File: config.mk
export PLATFORM = sky130hd
export DESIGN_NAME = sampq_arb
export DESIGN_NICKNAME = d
export VERILOG_FILES = /design/src/rtl/sampq_arb.sv
export SDC_FILE = /design/constraint.sdc
export NUM_CORES = 1
export LEC_CHECK = 0
export CAP_MARGIN = 10
export CELL_PAD_IN_SITES_DETAIL_PLACEMENT = 2
export CELL_PAD_IN_SITES_GLOBAL_PLACEMENT = 2
export CORE_UTILIZATION = 35
export CTS_BUF_LIST = sky130_fd_sc_hd__clkbuf_16
export DETAILED_ROUTE_END_ITERATION = 16
export GPL_ROUTABILITY_DRIVEN = 1
export HOLD_SLACK_MARGIN = 0.12
export PLACE_DENSITY_LB_ADDON = 0.1
export SETUP_SLACK_MARGIN = 0.4
export SLEW_MARGIN = 20
export SYNTH_ARGS = -nofsm -noshare
export SYNTH_HDL_FRONTEND = slang
export SYNTH_SLANG_ARGS = --single-unit
File: constraint.sdc
create_clock -name clk -period 20.3 [get_ports clk]
set_input_delay 5.075 -clock clk [delete_from_list [all_inputs] [get_ports clk]]
set_output_delay 5.075 -clock clk [all_outputs]
set_load 0.05 [all_outputs]
File: src/rtl/sampq_arb.sv
// Sample-queue arbiter: captures per-source sample pulses into hold registers and
// round-robin writes them into a shared sample queue, under a small register interface.
module sampq_arb #(
  parameter int NSRC = 4
) (
  input  logic                 clk,
  input  logic                 rst,
  input  logic [32*NSRC-1:0]   src_sample,
  input  logic [NSRC-1:0]      src_avail,
  output logic                 sq_active,
  input  logic                 sq_full,
  output logic [31:0]          sq_dat,
  output logic                 sq_wr,
  input  logic                 wb_stb_i,
  input  logic                 wb_cyc_i,
  input  logic                 wb_we_i,
  input  logic [15:0]          wb_adr_i,
  input  logic [7:0]           wb_dat_i,
  output logic [7:0]           wb_dat_o,
  output logic                 wb_ack_o
);

  localparam int LW = (NSRC > 1) ? $clog2(NSRC) : 1;

  localparam logic [1:0] S_IDLE  = 2'd0;
  localparam logic [1:0] S_RUN   = 2'd1;
  localparam logic [1:0] S_DRAIN = 2'd2;

  logic [1:0]            r_state, w_state_d;
  logic                  r_active;
  logic [NSRC-1:0]       r_mask, r_pending, r_ovf;
  logic [NSRC-1:0][31:0] r_hold;
  logic [LW-1:0]         r_last;
  logic [31:0]           r_sq_dat;
  logic                  r_sq_wr;

  logic                  w_cmd, w_start, w_clr_ovf, w_mask_ld, w_cap_en;
  logic [1:0]            w_adr;
  logic [NSRC-1:0]       w_avm, w_coll, w_load, w_grant, w_pend_d, w_ovf_d;
  logic [LW-1:0]         w_cand, w_gnt_idx;
  logic                  w_gnt_vld;
  logic [3:0]            w_pend4, w_ovf4, w_mask4;
  logic                  w_unused;

  assign w_cmd     = wb_cyc_i & wb_stb_i & wb_we_i;
  assign w_adr     = wb_adr_i[1:0];
  assign w_start   = w_cmd && (w_adr == 2'd0) && wb_dat_i[0] && (r_state == S_IDLE);
  assign w_clr_ovf = w_cmd && (w_adr == 2'd2);
  assign w_mask_ld = w_cmd && (w_adr == 2'd1) && (r_state == S_IDLE);
  assign w_cap_en  = (r_state != S_IDLE);
  assign w_avm     = src_avail & r_mask & {NSRC{w_cap_en}};

  // Round-robin search from last+1; the LW-bit wrap assumes NSRC is a power of two.
  always_comb begin
    w_gnt_vld = 1'b0;
    w_gnt_idx = r_last;
    w_cand    = r_last;
    if (!sq_full) begin
      for (int k = 1; k <= NSRC; k++) begin
        w_cand = r_last + LW'(k);
        if (!w_gnt_vld && r_pending[w_cand]) begin
          w_gnt_vld = 1'b1;
          w_gnt_idx = w_cand;
        end
      end
    end
    w_grant = w_gnt_vld ? (NSRC'(1) << w_gnt_idx) : '0;
  end

  // A busy, ungranted hold slot drops the new sample and flags overflow instead.
  assign w_coll   = w_avm & r_pending & ~w_grant;
  assign w_load   = w_avm & ~w_coll;
  assign w_pend_d = w_start ? '0 : ((r_pending & ~w_grant) | w_load);
  assign w_ovf_d  = ((w_start || w_clr_ovf) ? '0 : r_ovf) | w_coll;

  always_comb begin
    w_state_d = r_state;
    case (r_state)
      S_IDLE:  if (w_start) w_state_d = S_RUN;
      S_RUN:   if (w_cmd && (w_adr == 2'd0) && !wb_dat_i[0]) w_state_d = S_DRAIN;
      S_DRAIN: if ((r_pending == '0) && (w_avm == '0)) w_state_d = S_IDLE;
      default: w_state_d = S_IDLE;
    endcase
  end

  always_ff @(posedge clk or posedge rst) begin
    if (rst) begin
      r_state   <= S_IDLE;
      r_active  <= 1'b0;
      r_mask    <= '0;
      r_pending <= '0;
      r_ovf     <= '0;
      r_hold    <= '0;
      r_last    <= LW'(NSRC - 1);
      r_sq_dat  <= '0;
      r_sq_wr   <= 1'b0;
    end else begin
      r_state   <= w_state_d;
      r_active  <= (w_state_d == S_RUN);
      r_pending <= w_pend_d;
      r_ovf     <= w_ovf_d;
      r_sq_wr   <= w_gnt_vld;
      if (w_mask_ld) r_mask <= wb_dat_i[NSRC-1:0];
      for (int i = 0; i < NSRC; i++) begin
        if (w_load[i]) r_hold[i] <= src_sample[32*i +: 32];
      end
      if (w_gnt_vld) begin
        r_sq_dat <= r_hold[w_gnt_idx];
        r_last   <= w_gnt_idx;
      end
    end
  end

  assign w_pend4 = 4'(r_pending);
  assign w_ovf4  = 4'(r_ovf);
  assign w_mask4 = 4'(r_mask);

  always_comb begin
    wb_dat_o = 8'h00;
    case (w_adr)
      2'd0:    wb_dat_o = {2'b00, w_ovf4, r_state == S_DRAIN, r_state == S_RUN};
      2'd1:    wb_dat_o = {4'h0, w_mask4};
      2'd2:    wb_dat_o = {4'h0, w_pend4};
      default: wb_dat_o = 8'h00;
    endcase
  end

  assign sq_active = r_active;
  assign sq_dat    = r_sq_dat;
  assign sq_wr     = r_sq_wr;
  assign wb_ack_o  = 1'b1;
  assign w_unused  = ^{wb_adr_i[15:2], wb_dat_i[7:NSRC]};

endmodule

; Word level (Yosys, flattened, before mapping)
; Cells that the tools add are included.
[classes]
addsub = 3
multipliers = 0
n_div = 0
n_lt_le_gt_ge = 5
eq_ne = 5
n_shift = 1
mux = 31
bitwise_logic = 12
n_reduce_logical = 21
[ops]
columns = op, n
row1 = 32-bit binary-select mux with 2-bit select, 1
row2 = 32-bit 2-to-1 mux, 1
row3 = 4-bit AND, 6
row4 = 6-bit case mux with 3 select lines, 1
row5 = 2-bit 2-to-1 mux, 8
row6 = 2-bit by 3-bit < comparator with 1-bit output (second input constant), 5
row7 = 1-bit 2-to-1 mux, 12
row8 = 4-bit 2-to-1 mux, 3
row9 = 1-bit logical AND, 11
row10 = 1-bit binary-select mux with 2-bit select, 4
row11 = 4-bit zero test, 2
row12 = 4-bit inverter, 2
row13 = 4-bit bitwise OR, 2
row14 = 2-bit by 1-bit equality test with 1-bit output (second input constant), 3
row15 = 2-bit case mux with 3 select lines, 1
row16 = 2-bit adder (second input constant), 2
row17 = 2-bit equality test (second input constant), 2
row18 = 1-bit zero test, 4
row19 = 2-bit zero test, 2
row20 = 1-bit by 2-bit << shifter with 4-bit output (first input constant), 1
row21 = 2-bit by 1-bit adder with 2-bit output (second input constant), 1
row22 = 1-bit AND, 2
row23 = 2-bit nonzero test, 1
row24 = 1-bit logical OR, 1
[word_totals]
regBits = 178
latch_bits = 0
ramBits = 0
romBits = 0
elab_cells = 90
n_memories = 0

; Depth between registers and ports, before layout
[depth]
word_depth = 25
ltp_mapped = 10

; Worst setup path before layout
; OpenSTA, ideal clock, no wires.
[synth_path]
path_type = input-to-output
from = input port wb_adr_i[0]
to = output port wb_dat_o[1]
arrival_ps = 6597
required_time_ps = 15225
setup_slack_ps = 8628
cell_stages = 4
path_buffers = 1
path_cell_list = clkbuf_1 -> nor3b_1 -> a21oi_1 -> o21ai_0
[synth_between]
elab_chain_len = 2
elab_cells_between_ends = 4
cone_classes = 2 x eq/ne / 1 x mux / 1 x reduce/logical
[synth_lines]
columns = element, line_no
row1 = start: declaration, 17  ; input logic [15:0] wb_adr_i,
row2 = 2-bit equality test (tied with other cells), 120  ; case (w_adr)
row3 = 6-bit case mux with 3 select lines (*), 120
row4 = end: declaration, 19  ; output logic [7:0] wb_dat_o,
; Mark *: on every way between the ends. The rest lies on a longest branch, timed or not.

; Final worst setup path
[layout_path]
from = input port wb_adr_i[1]
to = output port wb_dat_o[2]
; The elaborated chain is that of the path after synthesis.

==> results.py <==
metrics = {
    "logic_synthesis": {
        "syn_inst": 589,
        "synth_edf_count": 0,
        "synth.area.top_cells": "dfrtp_1, mux2_2, mux2i_1, mux2_4, o221ai_1",
        "syn_area_um2": 7950,
        "ys_seq_area_share_pct": 56.1,
        "avgSynthCellArea_um2": 13.5,
        "synth_top_area_share_pct": 55.4,
        "yosys.area.top_type": "dfrtp_1",
        "synth_cell_types": 45,
        "yosys_warnings": 0,
        "async_flop_share_pct": 100,
        "synth_flop_cell": "dfrtp_1",
        "ys_seq_elements": 178,
    },
    "clock_tree": {
        "cts_resized": 0,
        "cts_tree": "yes",
        "cts_setup_buffers": 0,
        "clkTransAtPathRegs_ns": 0.07,
        "ctsHtreeMaxLevel": 4,
        "hold_buffers": 0,
        "clock_sinks": 178,
        "clk_latency_ns": 0.44,
        "clock_path_buffers": 2,
        "root_buffer": "clkbuf_16",
        "cts_buffers": 17,
    },
    "die": {
        "rows": 54,
        "fp.dieW_um": 153,
        "die_y_um": 153,
        "core-area_um2": 22000,
        "die_area_um2": 23300,
        "start_util_pct": 36.1,
        "pin_count": 205,
    },
    "power": {
        "power_leakage_nw": 4.61,
        "ir_drop_uv": 59.3,
        "powerDensity_nw_per_um2": 155,
    },
    "status": {
        "status": "complete, but fails checks",
        "violations": "DRC",
    },
    "timing": {
        "fin_tns_setup_ns": 0,
        "slew_violations": 0,
        "period_minus_slack_ns": 12.15,
        "rsz0062_at_grt": "false",
        "fin_skew_ns": 0.0186,
        "hold_viol": 0,
        "maxSlewHeadroom_pct": 32.1,
        "setup_violations": 0,
        "finalCritPeriodShare_pct": 59.8,
        "worstMarginPinSlew_ns": 1.02,
        "fmax_mhz": 82.3,
    },
    "setup_path": {
        "cp.required_ns": 15.23,
        "cp-end-kind": "primary output",
        "crit_end": "wb_dat_o[2]",
        "ff2ff_setup_slack_ns": 16.59,
        "r2r-start": "r_pending[2]$_DFF_PP0_",
        "r2r_end": "sq_dat[12]$_DFFE_PP0P_",
        "crit_start": "wb_adr_i[1]",
        "path_max_fanout": 7,
        "worstSetupPathType": "in -> out",
        "r2r_cells": 7,
        "start_kind": "primary input",
        "cp.arrival_ns": 7.07,
    },
    "detailed_routing": {
        "drt_wl_total_mm": 23.4,
        "wl_met3_mm": 1.16,
        "dr_total_vias": 5555,
        "wl_met2_mm": 12.3,
        "drcViolationCount": 4,
        "postRouteAntennaNets": 0,
        "met1_length_mm": 9.61,
        "maxUsedRoutingLayer": "met5",
        "drt-pass1-iter-count": 12,
        "drt-initial-drc-count": 127,
        "via_per_inst": 5.27,
        "avgRoutedWirePerCell_um": 22.2,
    },
    "placement": {
        "dp.cells": 1020,
        "hpwl_mm": 15.8,
        "io_buffer_count": 183,
        "gp_congestion": 0.781,
    },
    "layout": {
        "fillers": 2146,
        "final_core_util_pct": 48.0,
        "final_cell_mix": "clkdlybuf4s50_1, dfrtp_1, mux2_2, mux2i_1, nand2_1",
        "layout-drive-gt1-share_pct": 23.3,
        "syn_to_final_growth_pct": 33.0,
        "final_nets": 921,
        "regArea_um2": 4460,
        "final_common_cell": "clkdlybuf4s50_1",
        "multi_input_area_um2": 3280,
        "instances_no_fill": 1054,
    },
    "global_route": {
        "grt_pass1_wl_mm": 37.8,
        "grtUsageTotal_pct": 21.3,
        "antenna_found_initial": 3,
        "grt_max_degree": 95,
        "grt_pass1_vias": 6531,
        "overflow": 0,
    },
    "worst_hold_path": {
        "hold_path.class": "reg -> reg",
    },
    "run": {
        "cap_violations": 0,
    },
}
## worst min-delay path by stage
stage                        endpoint                   start  depth (start not counted)
3_5_place_dp       r_ovf[1]$_DFF_PP0_      r_ovf[1]$_DFF_PP0_                          2
5_1_grt        r_hold[63]$_DFFE_PP0P_  r_hold[63]$_DFFE_PP0P_                          1
6_report           r_ovf[2]$_DFF_PP0_      r_ovf[2]$_DFF_PP0_                          2
4_1_cts            r_ovf[1]$_DFF_PP0_      r_ovf[1]$_DFF_PP0_                          2
2_1_floorplan      r_ovf[2]$_DFF_PP0_      r_ovf[2]$_DFF_PP0_                          2
3_3_place_gp   sq_dat[17]$_DFFE_PP0P_  sq_dat[17]$_DFFE_PP0P_                          2
## per-layer routing
| metal | GRT usage, % | up-vias |
|---|---|---|
| li1 | - | 2471 |
| met1 | 25.0 | 2944 |
| met2 | 38.1 | 117 |
| met3 | 5.60 | 21 |
| met4 | 6.30 | 2 |
| met5 | 0 | - |
## worst max-delay path, cell delays in order
cell and delay [ns]:
clkdlybuf4s50_1 0.60, nor2b_1 0.35, nand2_1 0.09, o21ai_0 0.12, clkdlybuf4s50_1 0.84
## where the power goes
| group | internal [W] | switching (W) | leakage [nW] |
|---|---|---|---|
| Sequential | 0.000520 | 0.000110 | 2.23 |
| Combinational | 0.000323 | 0.000374 | 2.13 |
| Clock | 0.000158 | 0.000149 | 0.257 |
## cell type report
| cell class | count | area share [%] |
|---|---|---|
| Antenna cell | 3 | 0.0710 |
| Clock buffer | 17 | 4.02 |
| Clock inverter | 14 | 0.994 |
| Inverter | 10 | 0.402 |
| Multi-Input combinational cell | 362 | 31.0 |
| Sequential cell | 178 | 42.1 |
| Tap cell | 280 | 3.31 |
| Timing Repair Buffer | 190 | 18.0 |
## kinds of logic after synthesis
group	after synthesis	synth area share, %
muxes	194	27.9
AOI/OAI and AO/OA	78	7.38
buffers and inverters	50	3.21
other	2	0.0945
DFF	178	56.1
and+or+nand+nor	87	5.37
## registers in the layout (all words and copies together), names as in the netlist
name and count:
sq_active 1, r_ovf 4, r_hold 128, r_pending 4, sq_wr 1, r_mask 4, r_state 2, r_last 2
sq_dat 32
## synthesized netlist by cell type (2+ instances only)
| cell | number |
|---|---|
| dfrtp_1 | 176 |
| mux2_2 | 99 |
| mux2i_1 | 65 |
| nand2_1 | 50 |
| o221ai_1 | 34 |
| mux2_4 | 30 |
| o21ai_0 | 16 |
| buf_2 | 15 |
| clkbuf_1 | 15 |
| a21oi_1 | 13 |
| inv_1 | 10 |
| buf_4 | 7 |
| nand3_1 | 6 |
| nor3_1 | 4 |
| and3_1 | 3 |
| buf_6 | 3 |
| nor2_1 | 3 |
| or2_2 | 3 |
| and2_1 | 2 |
| conb_1 | 2 |
| dfstp_2 | 2 |
| nand3b_1 | 2 |
| nor2b_1 | 2 |
| nor3b_1 | 2 |
| nor4_1 | 2 |
| o21a_1 | 2 |
| o31ai_1 | 2 |
| or3b_1 | 2 |
## stage by stage
stage	area (um2)	setup slack, ns	hold WS, ns	total power, W
6_report	10600	8.15	0.486	0.00163
5_1_grt	10600	8.02	0.521	0.00173
4_1_cts	10600	8.15	0.490	0.00166
3_5_place_dp	10000	8.16	0.475	0.00134
3_3_place_gp	10000	8.19	0.471	0.00129
2_1_floorplan	7950	8.63	0.442	0.00110
(Power assumes the default switching activity.)
